[src/rtl/pc_sequencer_if.sv]
// Fetch-side bundle of the PC sequencer: instruction-memory handshake plus
// the control/decode signals it exchanges each instruction.
interface pc_sequencer_if #(
  parameter int PC_W = 4
);
  logic            imem_req;
  logic [PC_W-1:0] imem_addr;
  logic            imem_ack;
  logic            stall;
  logic            branch;
  logic            zero;
  logic [PC_W-1:0] branch_target;
  logic            halt;
  logic [PC_W-1:0] pc;
  logic            issue;
  logic            br_taken;
  logic            halted;

  modport master (
    output imem_req, imem_addr, pc, issue, br_taken, halted,
    input  imem_ack, stall, branch, zero, branch_target, halt
  );

  modport slave (
    input  imem_req, imem_addr, pc, issue, br_taken, halted,
    output imem_ack, stall, branch, zero, branch_target, halt
  );
endinterface

[src/rtl/pc_sequencer.sv]
// Fetch sequencer: owns the PC, runs the imem req/ack handshake and picks
// the next PC (sequential step or taken branch) once per issued instruction.
module pc_sequencer #(
  parameter int PC_W     = 4,
  parameter int STEP     = 1,
  parameter int RESET_PC = 0
) (
  input  logic                 clk,
  input  logic                 rst_n,
  pc_sequencer_if.master       bus
);

  typedef enum logic [2:0] {
    IDLE,
    REQ,
    EXEC,
    STALL,
    HALTED
  } state_t;

  localparam logic [1:0]      STEP2    = STEP[1:0];
  localparam logic [PC_W-1:0] STEP_EXT = PC_W'(STEP2);
  localparam logic [PC_W-1:0] PC_RST   = PC_W'(RESET_PC);

  state_t          state_q, state_d;
  logic [PC_W-1:0] pc_q, pc_d;
  logic            update;
  logic            req;
  logic            issue;
  logic            br_taken;
  logic            halted;

  always_ff @(posedge clk) begin
    if (!rst_n) begin
      state_q <= IDLE;
      pc_q    <= PC_RST;
    end else begin
      state_q <= state_d;
      pc_q    <= pc_d;
    end
  end

  always_comb begin
    state_d  = state_q;
    pc_d     = pc_q;
    update   = 1'b0;
    req      = 1'b0;
    issue    = 1'b0;
    br_taken = 1'b0;
    halted   = 1'b0;

    unique case (state_q)
      IDLE: state_d = REQ;
      REQ: begin
        // halt is deliberately not looked at here: a request always completes
        req = 1'b1;
        if (bus.imem_ack) state_d = EXEC;
      end
      EXEC: begin
        issue = 1'b1;
        if (bus.halt) begin
          state_d = HALTED;
        end else if (bus.stall) begin
          state_d = STALL;
        end else begin
          update  = 1'b1;
          state_d = REQ;
        end
      end
      STALL: begin
        if (bus.halt) begin
          state_d = HALTED;
        end else if (!bus.stall) begin
          update  = 1'b1;
          state_d = REQ;
        end
      end
      HALTED: halted = 1'b1;
      default: state_d = IDLE;
    endcase

    // Branch inputs matter only in the cycle that actually moves the PC
    if (update) begin
      if (bus.branch && bus.zero) begin
        pc_d     = bus.branch_target;
        br_taken = 1'b1;
      end else begin
        pc_d = pc_q + STEP_EXT;
      end
    end
  end

  assign bus.imem_req  = req;
  assign bus.imem_addr = pc_q;
  assign bus.pc        = pc_q;
  assign bus.issue     = issue;
  assign bus.br_taken  = br_taken;
  assign bus.halted    = halted;

endmodule
[src/flat_wrapper.sv]
// flat-port wrapper written by rule: the top's interface ports become plain ports
module pc_sequencer_flat 
#(
  parameter int PC_W     = 4,
  parameter int STEP     = 1,
  parameter int RESET_PC = 0
)
  (clk, rst_n, bus_imem_req, bus_imem_addr, bus_pc, bus_issue, bus_br_taken, bus_halted, bus_imem_ack, bus_stall, bus_branch, bus_zero, bus_branch_target, bus_halt);
  pc_sequencer_if #(.PC_W(PC_W)) bus_i ();
  input  logic clk;
  input  logic rst_n;
  output wire logic [$bits(bus_i.imem_req)-1:0] bus_imem_req;
  output wire logic [$bits(bus_i.imem_addr)-1:0] bus_imem_addr;
  output wire logic [$bits(bus_i.pc)-1:0] bus_pc;
  output wire logic [$bits(bus_i.issue)-1:0] bus_issue;
  output wire logic [$bits(bus_i.br_taken)-1:0] bus_br_taken;
  output wire logic [$bits(bus_i.halted)-1:0] bus_halted;
  input wire logic [$bits(bus_i.imem_ack)-1:0] bus_imem_ack;
  input wire logic [$bits(bus_i.stall)-1:0] bus_stall;
  input wire logic [$bits(bus_i.branch)-1:0] bus_branch;
  input wire logic [$bits(bus_i.zero)-1:0] bus_zero;
  input wire logic [$bits(bus_i.branch_target)-1:0] bus_branch_target;
  input wire logic [$bits(bus_i.halt)-1:0] bus_halt;
  assign bus_imem_req = bus_i.imem_req;
  assign bus_imem_addr = bus_i.imem_addr;
  assign bus_pc = bus_i.pc;
  assign bus_issue = bus_i.issue;
  assign bus_br_taken = bus_i.br_taken;
  assign bus_halted = bus_i.halted;
  assign bus_i.imem_ack = bus_imem_ack;
  assign bus_i.stall = bus_stall;
  assign bus_i.branch = bus_branch;
  assign bus_i.zero = bus_zero;
  assign bus_i.branch_target = bus_branch_target;
  assign bus_i.halt = bus_halt;
  pc_sequencer #(.PC_W(PC_W), .STEP(STEP), .RESET_PC(RESET_PC)) u_core (.clk(clk), .rst_n(rst_n), .bus(bus_i));
endmodule
[config.mk]
export PLATFORM = sky130hd
export DESIGN_NAME = pc_sequencer_flat
export DESIGN_NICKNAME = d
export VERILOG_FILES = /design/src/rtl/pc_sequencer_if.sv /design/src/rtl/pc_sequencer.sv /design/src/flat_wrapper.sv
export SDC_FILE = /design/constraint.sdc
export NUM_CORES = 1
export LEC_CHECK = 0
export BUFFER_PORTS_ARGS = -buffer_cell sky130_fd_sc_hd__buf_2
export CAP_MARGIN = 20
export CORE_AREA = 3 3 40 42
export CTS_BUF_LIST = sky130_fd_sc_hd__clkbuf_16
export DETAILED_ROUTE_END_ITERATION = 6
export DIE_AREA = 0 0 43 45
export GPL_TIMING_DRIVEN = 0
export HOLD_SLACK_MARGIN = 0.02
export PLACE_DENSITY = 0.7
export SYNTH_ARGS = -nofsm -noshare
export SYNTH_HDL_FRONTEND = slang
export SYNTH_SLANG_ARGS = --single-unit
[constraint.sdc]
create_clock -name clk -period 1.5 [get_ports clk]
set_input_delay 0.15 -clock clk [delete_from_list [all_inputs] [get_ports clk]]
set_output_delay 0.15 -clock clk [all_outputs]
set_load 0.005 [all_outputs]
### Yosys cells after proc, flatten, opt, wreduce, memory -nomap -nowiden

Index checks and enable logic that the tools add are counted.

| word-level totals | value |
|---|---|
| bits in registers | 7 |
| input port bits | 11 |
| output and inout port bits | 12 |
| word-level logic and storage cells | 29 |

| cells by class | value |
|---|---|
| add/subtract/negate cells | 1 |
| equality and inequality tests | 6 |
| multiplexer cells | 15 |
| bitwise logic cells | 1 |
| reduce and logical (&&, ||, !) cells | 4 |

Operator list:

| kind | number |
|---|---|
| $pmux W3 S5 | 1 |
| $mux W3 | 4 |
| $mux W1 | 8 |
| $eq A3 B2 Y1 const B | 2 |
| $add A4 B1 Y4 const B | 1 |
| $mux W4 | 1 |
| $eq A3 B1 Y1 const B | 1 |
| $eq A3 B3 Y1 const B | 1 |
| $logic_not A3 Y1 | 1 |
| $ne A3 B3 Y1 const B | 1 |
| $reduce_and A3 Y1 | 1 |
| $mux W2 | 1 |
| $ne A2 B2 Y1 const B | 1 |
| $reduce_or A2 Y1 | 1 |
| $logic_and A1 B1 Y1 | 1 |
| $not A1 Y1 | 1 |

### Depth between registers and ports, before layout

Gate-level depths: netlist (run 1).

| depth | value |
|---|---|
| word-level depth | 4 |
| depth in mapped cells | 5 |
| gate-level depth less buffers | 4 |

### Worst setup path after synthesis (run 1)

No wires, ideal clock.

| timing | value |
|---|---|
| kind | reg-to-reg |
| start | reg u_core.state_q[2] |
| end | reg u_core.pc_q[2], in the netlist u_core.bus.imem_addr[2] |
| library setup time | 0.122 ns |
| arrival time | 1.054 ns |
| path slack | 0.324 ns |
| stages on the path, launching flop included | 5 |
| period minus slack after synthesis | 1.176 ns |
| path through | dfxtp_1 > nand2b_2 > or3_4 > o21ai_0 > a21boi_1 |

| on the way | value |
|---|---|
| longest elaborated chain between the ends | 3 |
| elaborated cells on any way between the ends | 4 |
| those cells by class | 2 x eq/ne; 1 x mux; 1 x reduce/logical |

RTL lines:

| element | line | RTL |
|---|---|---|
| from (decl) | pc_sequencer.sv:25 | `state_t state_q, state_d;` |
| from (signal assigned) | pc_sequencer.sv:38 | `state_q <= state_d;` |
| $eq A3 B2 Y1 | pc_sequencer.sv:52 | `unique case (state_q)` |
| $reduce_or A2 Y1 (no line) (*) | -- |  |
| $mux W1 (*) | -- |  |
| to (signal assigned) | pc_sequencer.sv:39 | `pc_q <= pc_d;` |
| to (decl) | pc_sequencer.sv:26 | `logic [PC_W-1:0] pc_q, pc_d;` |

Every way passes the cells marked *; elsewhere a longest branch is shown, timed or not.
A chain may end at the register's enable or synchronous reset.

### Worst setup path after layout (run 1)

| timing | value |
|---|---|
| start | reg u_core.state_q[2] |
| end | out bus_br_taken |

| on the way | value |
|---|---|
| longest elaborated chain between the ends | 4 |
| elaborated cells on any way between the ends | 5 |
| those cells by class | 2 x eq/ne; 2 x mux; 1 x reduce/logical |

RTL lines:

| element | line | RTL |
|---|---|---|
| $eq A3 B2 Y1 | pc_sequencer.sv:52 |  |
| $reduce_or A2 Y1 (no line) (*) | -- |  |
| $mux W1 (*) | -- |  |
| $mux W1 (*) | pc_sequencer.sv:83 | `if (update) begin` |
| to (decl) | flat_wrapper.sv:16 | `output wire logic [$bits(bus_i.br_taken)-1:0] bus_br_taken;` |

Marked as above.

==> results of run 1 <==
==> flip-flops by register name, indices dropped and copies added (netlist names) <==
register	cells
u_core.bus.imem_addr	4
u_core.state_q	3
==> metrics by stage <==
stage / hold WS, ns / instance area, um^2 / setup WS [ns] / power, W / instances
5_1_grt: 0.2275 / 631.9 / 0.002230 / 0.0007341 / 95
3_5_place_dp: 0.4393 / 546.8 / 0.2338 / 0.0002616 / 91
6_report: 0.2094 / 631.9 / 0.07031 / 0.0007022 / 95
4_1_cts: 0.2092 / 626.9 / 0.01086 / 0.0007067 / 95
3_3_place_gp: 0.4220 / 546.8 / 0.2498 / 0.0002600 / 91
2_1_floorplan: 0.2622 / 417.9 / 0.3243 / 0.0002307 / 54
==> how the worst min path moves through the flow <==
stage / start / to / slack (ns) / depth (start not counted)
after floorplan: rst_n / u_core.bus.imem_addr[1]$_SDFFE_PN0P_ / 0.26 / 2
after global placement: bus_branch_target[1] / u_core.bus.imem_addr[1]$_SDFFE_PN0P_ / 0.42 / 3
after detailed placement: bus_branch_target[1] / u_core.bus.imem_addr[1]$_SDFFE_PN0P_ / 0.44 / 3
after CTS: bus_imem_ack / u_core.state_q[1]$_SDFFE_PN0P_ / 0.21 / 3
after global routing: bus_imem_ack / u_core.state_q[1]$_SDFFE_PN0P_ / 0.23 / 3
final: bus_imem_ack / u_core.state_q[1]$_SDFFE_PN0P_ / 0.21 / 3
==> cells in the final DEF (no fill, tap or decap) <==
cell and instances:
nor3b_1 3, nor3_2 1, o22ai_1 1, nand2b_1 1, clkbuf_16 3, o211a_1 1
nand2b_4 1, o21a_1 1, or3_4 1, nand3b_1 1, and2_1 2, buf_4 4
nor3_1 1, nand3_1 3, a311oi_1 1, o21ai_0 2, clkbuf_1 1, a21oi_1 4
and3_1 1, inv_1 3, a21boi_1 1, buf_2 22, nor2_1 7, ha_1 1
nand2_1 6, dfxtp_2 1, dfxtp_1 6
==> kinds of logic after synthesis <==
| family | share of synthesized area |
|---|---|
| buf+inv | 0.09880 |
| fa+ha+maj | 0.02994 |
| compound gates | 0.1677 |
| simple gates | 0.3683 |
| flops | 0.3353 |
==> Yosys cell counts, drive strengths merged <==
cell / instances / area, um^2
a21boi: 1 / 7.510
a21oi: 4 / 20.02
a311oi: 1 / 8.760
and2: 2 / 12.51
and3: 1 / 6.260
buf: 4 / 30.03
clkbuf: 1 / 3.750
dfxtp: 7 / 140.1
ha: 1 / 12.51
inv: 2 / 7.510
nand2: 6 / 22.52
nand2b: 2 / 15.02
nand3: 3 / 15.01
nand3b: 1 / 7.510
nor2: 7 / 26.28
nor3: 2 / 15.01
nor3b: 3 / 22.52
o211a: 1 / 10.01
o21a: 1 / 7.510
o21ai: 2 / 10.01
o22ai: 1 / 6.260
or3: 1 / 11.26
==> routing by layer <==
| metal | vias to the layer above | global-route usage | part of all wire |
|---|---|---|---|
| met5 | - | 0 | 0 |
| met3 | 2 | 0.03984 | 0.086 |
| li1 | 238 | - | - |
| met1 | 222 | 0.1356 | 0.40 |
| met4 | 0 | 0.05422 | 0.015 |
| met2 | 20 | 0.2156 | 0.50 |
==> critical path, delay by kind of cell (launching register included) <==
kind,cells,cell delay (ns)
buffers and inverters,1,0.11
DFF,1,0.32
and+or+nand+nor,3,0.62
==> power by group <==
group / internal [W] / switching (W) / total [W]
registers: 0.000194 / 0.00000798 / 0.000202
clock network: 0.000346 / 0.0000947 / 0.000441
logic: 0.0000305 / 0.0000290 / 0.0000595
total: 0.000571 / 0.000132 / 0.000702
==> layout make-up <==
class	instances	area, um^2	share of cell area
multi-input combinational	40	241.5	0.3822
sequential	7	141.4	0.2238
timing repair buffer	22	110.1	0.1743
clock buffer	3	75.07	0.1188
buffer	5	33.78	0.05347
tap	15	18.77	0.02970
inverter	2	7.507	0.01188
clock inverter	1	3.754	0.005941
==> what timing repair did <==
item | in CTS | in global routing
buffers inserted | 0 | 0
resized for setup | 1 | 1
endpoints found under the setup margin | 1 | 1
==> impl_metrics.env, run 1 <==
export IMPL_status="complete, no violations"
export IMPL_diodes=0
export IMPL_rsz0062_at_grt="no"
export IMPL_synthCells=54
export IMPL_root_buffer="clkbuf_16"
export IMPL_crit_path_start_kind="register"
export IMPL_via_per_inst=5.074
export IMPL_crit_type="reg2out"
export IMPL_finalNetCount=93
export IMPL_crit_path_end="bus_br_taken"
export IMPL_ys_types=24
export IMPL_rows=13
export IMPL_skew_ns=0.002302
export IMPL_drt_initial_drc_count=9
export IMPL_io_pins=23
export IMPL_ys_seq_area_frac=0.3353
export IMPL_fmax_ghz=0.6995
export IMPL_slowest_delay_ns=0.36
export IMPL_syn_area_um2=417.9
export IMPL_finish_utilization=0.4917
export IMPL_io_buffers=22
export IMPL_cp_data_arrival_time_ns=1.28
export IMPL_grt_overflow_total=0
export IMPL_drc=0
export IMPL_area_delta_synth_final_pct=51.20
export IMPL_ys_warn_count=0
export IMPL_drive_gt1_frac=0.4125
export IMPL_fill_cells=127
export IMPL_clkSlewWorstSetupHoldPaths_ns=0.04
export IMPL_clockBufferDepth=2
export IMPL_timing_final_crit_period_ns=1.430
export IMPL_place_congestion=0.7773
export IMPL_ant_nets=0
export IMPL_crit_chain="nand2b_4, or3_4, nor2_1, buf_2"
export IMPL_ff2ff_path_depth=4
export IMPL_cp_data_required_time_ns=1.35
export IMPL_p_leak_nw=0.3269
export IMPL_grt_antenna_before_repair=0
export IMPL_grt_pass1_vias=422
export IMPL_drt_wl_total_mm=1.039
export IMPL_slew_headroom=0.7860
export IMPL_h_tree_depth=1
export IMPL_grt_pass1_wl_mm=1.780
export IMPL_critPathSlowestCell="or3_4"
export IMPL_ir_drop_uv=683.6
export IMPL_dieArea_um2=1935
export IMPL_finalMaxSlewViolations=0
export IMPL_routedWlPerCell_um=10.94
export IMPL_setup_viol=0
export IMPL_max_cap_viol_count=0
export IMPL_die_x_um=43
export IMPL_cts_buffers=3
export IMPL_p_per_area_nw_per_um2=1111
export IMPL_grt_max_degree=8
export IMPL_fin_crit_sh=0.9531
export IMPL_vias=482
export IMPL_drt_pre_antenna_iters=4
export IMPL_start_util=0.3252
export IMPL_numClockSinks=7
export IMPL_final_hold_violation_count=0
export IMPL_r2r_slack_ns=0.27
export IMPL_end_kind="primary output"
export IMPL_die_h_um=45
export IMPL_syn_avg_cell_area_um2=7.739
export IMPL_fin_tns_setup_ns=0
export IMPL_grt_total_usage=0.1226
export IMPL_hp_class="in2reg"
export IMPL_synthesis_nets=66
export IMPL_hpwl_um=794.4
export IMPL_cts_tree="built"
export IMPL_r2r_end="u_core.bus.imem_addr[1]$_SDFFE_PN0P_"
export IMPL_rr_startpoint="u_core.state_q[2]$_SDFFE_PN0P_"
export IMPL_tightest_slew_ns=0.3192
export IMPL_synth_seq_cells=7
export IMPL_critPathMaxFanout=4
export IMPL_core_area_um2=1285
export IMPL_startpoint="u_core.state_q[2]$_SDFFE_PN0P_"
export IMPL_clkLatencyLatePin_ns=0.23
export IMPL_postCtsHoldBufs=0
(Power assumes the default switching activity.)
==> inputs of run 2 (changes only) <==
--- a/constraint.sdc
+++ b/constraint.sdc
@@ -3,2 +3,2 @@
 set_output_delay 0.15 -clock clk [all_outputs]
-set_load 0.005 [all_outputs]
+set_load 0.01 [all_outputs]
==> impl_metrics.env, run 2 (synthesized netlist as in run 1, its figures left out) <==
export IMPL_holdWs_ns=0.2051
export IMPL_hpwl_um=794.4
export IMPL_hp_class="in2reg"
export IMPL_grt_pass1_wl_mm=1.835
export IMPL_tightest_slew_ns=0.3204
export IMPL_postCtsHoldBufs=0
export IMPL_rsz0062_at_grt="no"
export IMPL_area_delta_synth_final_pct=54.49
export IMPL_finalNetCount=94
export IMPL_ant_nets=0
export IMPL_critPathSlowestCell="or3_4"
export IMPL_crit_chain="nand2b_4, or3_4, nor2_2, buf_2"
export IMPL_via_per_inst=4.969
export IMPL_grt_antenna_before_repair=0
export IMPL_cp_data_arrival_time_ns=1.28
export IMPL_dieArea_um2=1935
export IMPL_clkSlewWorstSetupHoldPaths_ns=0.04
export IMPL_grt_total_usage=0.1259
export IMPL_skew_ns=0.001984
export IMPL_core_area_um2=1285
export IMPL_slowest_delay_ns=0.38
export IMPL_fin_tns_setup_ns=0
export IMPL_drt_pre_antenna_iters=4
export IMPL_die_x_um=43
export IMPL_io_pins=23
export IMPL_largest_reg_flops=4
export IMPL_timing_final_crit_period_ns=1.433
export IMPL_finish_utilization=0.5024
export IMPL_h_tree_depth=1
export IMPL_drive_gt1_frac=0.4444
export IMPL_drt_initial_drc_count=11
export IMPL_root_buffer="clkbuf_16"
export IMPL_critPathMaxFanout=4
export IMPL_max_cap_viol_count=0
export IMPL_setup_viol=0
export IMPL_drc=0
export IMPL_rows=13
export IMPL_finalMaxSlewViolations=0
export IMPL_vias=477
export IMPL_ir_drop_uv=688.7
export IMPL_place_congestion=0.7773
export IMPL_final_hold_violation_count=0
export IMPL_grt_pass1_vias=432
export IMPL_layout_commonest_cell="buf_2"
export IMPL_fmax_ghz=0.6976
export IMPL_fin_crit_sh=0.9556
export IMPL_p_leak_nw=0.3317
export IMPL_io_buffers=22
export IMPL_slew_headroom=0.7852
export IMPL_start_util=0.3252
export IMPL_cts_buffers=3
export IMPL_postPlaceCellArea_um2=546.8
export IMPL_grt_max_degree=8
export IMPL_cp_data_required_time_ns=1.35
export IMPL_routedWlPerCell_um=10.88
export IMPL_diodes=0
export IMPL_fin_area_um2=645.6
export IMPL_clockBufferDepth=2
export IMPL_status="complete, no violations"
export IMPL_crit_path_start_kind="register"
export IMPL_die_h_um=45
export IMPL_layout_common_cells="22 x buf_2, 6 x nor2_1, 6 x nand2_1"
export IMPL_p_per_area_nw_per_um2=1096
export IMPL_clkLatencyLatePin_ns=0.23
export IMPL_numClockSinks=7
export IMPL_cts_tree="built"
export IMPL_crit_type="reg2out"
export IMPL_drt_wl_total_mm=1.044
export IMPL_end_kind="primary output"
export IMPL_grt_overflow_total=0
run 2: per-layer routing:
metal	GRT usage	part of all wire	vias to the layer above
li1	-	-	240
met5	0	0	-
met3	0.03984	0.078	2
met4	0.05422	0.015	0
met1	0.1356	0.40	218
met2	0.2275	0.50	17
run 2: metrics by stage:
stage	std cells	total power, W	setup slack [ns]
floorplan	54	0.0002337	0.3243
global placement	91	0.0002630	0.2320
detailed placement	91	0.0002646	0.2188
CTS	95	0.0007111	0.05276
global route	96	0.0007379	0.02082
finish	96	0.0007079	0.06659
run 2: report_power, final:
group,leakage (nW),switching (W),internal [W]
clock network,0.0423,0.0000968,0.000346
logic,0.231,0.0000324,0.0000313
registers,0.0582,0.00000798,0.000193
run 2: critical path, delay by kind of cell (launching register included):
family / cells / cell delay, ns
buffers and inverters: 1 / 0.12
flip-flops: 1 / 0.32
AND/OR/NAND/NOR: 3 / 0.60
run 2: cell type report:
| cell class | count | area (um^2) |
|---|---|---|
| plain buffers | 5 | 33.78 |
| clock buffers | 3 | 75.07 |
| clock inverters | 1 | 3.754 |
| fillers | 123 | 639.4 |
| inverters | 2 | 7.507 |
| multi-input cells | 40 | 244.0 |
| flip-flops and latches | 7 | 145.1 |
| well taps | 15 | 18.77 |
| repair buffers | 23 | 117.6 |
run 2: final timing paths:
check                                       start                              endpoint  slack [ns]  cells past startpoint
max                u_core.state_q[2]$_SDFFE_PN0P_                          bus_br_taken        0.07                      4
min                                  bus_imem_ack        u_core.state_q[1]$_SDFFE_PN0P_        0.21                      3
max reg2reg        u_core.state_q[2]$_SDFFE_PN0P_  u_core.bus.imem_addr[2]$_SDFFE_PN0P_        0.16                      5
min reg2reg  u_core.bus.imem_addr[3]$_SDFFE_PN0P_  u_core.bus.imem_addr[3]$_SDFFE_PN0P_        0.49                      2
run 2: repair_timing:
| action | 4_1_cts | 5_1_grt |
|---|---|---|
| gates resized for setup | 2 | 3 |
| buffers inserted | 0 | 1 |
| hold endpoints to repair | 0 | 0 |
| pin swaps | 0 | 2 |
| endpoints found under the setup margin | 1 | 1 |
==> inputs of run 3 (changes only) <==
SETUP_SLACK_MARGIN = 0.4   (was not set)
clock period = 1.4 ns   (was 1.5 ns; I/O delays follow)
==> impl_metrics.env, run 3 (synthesized netlist as in run 1, its figures left out) <==
export IMPL_status="complete, no violations"
export IMPL_min_from="bus_branch_target[1]"
export IMPL_r2r_slack_ns=0.06
export IMPL_fin_crit_sh=0.9822
export IMPL_p_per_area_nw_per_um2=1063
export IMPL_vias=496
export IMPL_die_x_um=43
export IMPL_drt_initial_drc_count=4
export IMPL_max_cap_viol_count=0
export IMPL_postPlaceCellArea_um2=556.8
export IMPL_p_comb_frac=0.112
export IMPL_p_int_w=0.0006227
export IMPL_crit_type="reg2out"
export IMPL_cts_buffers=3
export IMPL_via_per_inst=4.911
export IMPL_start_util=0.3252
export IMPL_grt_pass1_vias=398
export IMPL_ant_nets=0
export IMPL_ir_drop_uv=660.2
export IMPL_r2r_end="u_core.bus.imem_addr[3]$_SDFFE_PN0P_"
export IMPL_cp_data_arrival_time_ns=1.24
export IMPL_diodes=0
export IMPL_place_congestion=0.7286
export IMPL_multi_input_area_um2=272.8
export IMPL_rr_startpoint="u_core.state_q[2]$_SDFFE_PN0P_"
export IMPL_timing_final_crit_period_ns=1.375
export IMPL_regArea_um2=152.6
export IMPL_power_switching_w=0.0001568
export IMPL_finalNetCount=99
export IMPL_grt_overflow_total=0
export IMPL_hold_end="u_core.bus.imem_addr[1]$_SDFFE_PN0P_"
export IMPL_skew_ns=0.0003819
export IMPL_hp_class="in2reg"
export IMPL_root_buffer="clkbuf_16"
export IMPL_setup_ws_ns=0.02489
export IMPL_core_area_um2=1285
export IMPL_rsz0062_at_grt="yes"
export IMPL_crit_path_start_kind="register"
export IMPL_hpwl_um=806.4
export IMPL_tightest_slew_ns=0.2418
export IMPL_swShare=0.2012
export IMPL_setup_viol=0
export IMPL_p_seq_frac=0.278
export IMPL_numClockSinks=7
export IMPL_drt_pre_antenna_iters=4
export IMPL_area_delta_synth_final_pct=75.45
export IMPL_finalMaxSlewViolations=0
export IMPL_fmax_ghz=0.7272
export IMPL_grt_pass1_wl_mm=1.697
export IMPL_p_clk_frac=0.610
export IMPL_io_buffers=22
export IMPL_grt_max_degree=8
export IMPL_drive_gt1_frac=0.5698
export IMPL_end_kind="primary output"
export IMPL_ff2ff_path_depth=7
export IMPL_clockBufferDepth=2
export IMPL_slew_headroom=0.8383
export IMPL_layout_common_cells="21 x buf_2, 8 x buf_4, 6 x nand2_1"
export IMPL_dieArea_um2=1935
export IMPL_routedWlPerCell_um=11.65
export IMPL_drc=0
export IMPL_fill_cells=121
export IMPL_grt_antenna_before_repair=0
export IMPL_largest_reg_flops=4
export IMPL_rows=13
export IMPL_cp_data_required_time_ns=1.26
export IMPL_grt_total_usage=0.1206
export IMPL_critPathMaxFanout=2
export IMPL_clkLatencyLatePin_ns=0.23
export IMPL_p_leak_nw=0.3691
export IMPL_io_pins=23
export IMPL_h_tree_depth=1
export IMPL_layout_commonest_cell="buf_2"
export IMPL_drt_wl_total_mm=1.177
export IMPL_holdPathStages=3
export IMPL_final_hold_violation_count=0
export IMPL_dp_worst_setup_slack_ns=0.1969
export IMPL_fin_tns_setup_ns=0
export IMPL_fin_area_um2=733.2
export IMPL_die_h_um=45
export IMPL_cts_tree="built"
export IMPL_clkSlewWorstSetupHoldPaths_ns=0.04
[run 3: routing by layer]
metal	track usage	part of all wire	wire length (um)	vias to the layer above
li1	-	-	-	248
met1	0.1250	0.38	452	224
met2	0.2006	0.49	582	21
met3	0.05578	0.11	125	3
met4	0.07229	0.014	17	0
met5	0	0	0	-
[run 3: layout make-up]
class                   count  share of cell area
inverters                   2             0.01024
plain buffers               5             0.04608
well taps                  15             0.02560
flip-flops and latches      7              0.2082
repair buffers             28              0.2304
clock inverters             1            0.005119
multi-input cells          40              0.3720
clock buffers               3              0.1024
[run 3: repair_timing]
| item | 4_1_cts | 5_1_grt |
|---|---|---|
| buffers inserted | 3 | 3 |
| resized for setup | 4 | 13 |
| hold endpoints to repair | 0 | 0 |
| hold buffers | 0 | 0 |
| pin swaps | 2 | 6 |
| endpoints found under the setup margin | 9 | 11 |
[run 3: worst max path at each step]
stage / end / slack, ns / cells past startpoint / from
6_report: bus_br_taken / 0.02 / 4 / u_core.state_q[2]$_SDFFE_PN0P_
5_1_grt: u_core.bus.imem_addr[1]$_SDFFE_PN0P_ / -0.04 / 6 / u_core.state_q[2]$_SDFFE_PN0P_
4_1_cts: bus_br_taken / 0.004 / 4 / u_core.state_q[2]$_SDFFE_PN0P_
3_5_place_dp: bus_br_taken / 0.20 / 4 / u_core.state_q[2]$_SDFFE_PN0P_
3_3_place_gp: bus_br_taken / 0.21 / 4 / u_core.state_q[2]$_SDFFE_PN0P_
2_1_floorplan: u_core.bus.imem_addr[3]$_SDFFE_PN0P_ / 0.31 / 4 / u_core.state_q[2]$_SDFFE_PN0P_
[run 3: critical path, stage by stage (launching register included)]
cell	delay, ns
dfxtp_2	0.31
nand2b_4	0.13
or3_4	0.33
nor2_2	0.10
buf_2	0.13
[run 3: stage by stage]
step	instances	total power, W	util	hold WS, ns
floorplan	54	0.0002529	-	0.2522
global placement	91	0.0002839	0.4333	0.4093
detailed placement	91	0.0002861	0.4333	0.4189
CTS	98	0.0007687	0.5209	0.1806
global route	101	0.0008103	0.5706	0.2008
finish	101	0.0007795	0.5706	0.1804
[run 3: power groups by stage]
stage	Sequential (W)	Combinational, W	Clock (W)
detailed placement	0.000219	0.0000666	0
global route	0.000218	0.0000959	0.000496
CTS	0.000216	0.0000721	0.000481
floorplan	0.000218	0.0000349	0
global placement	0.000219	0.0000650	0
finish	0.000217	0.0000875	0.000475
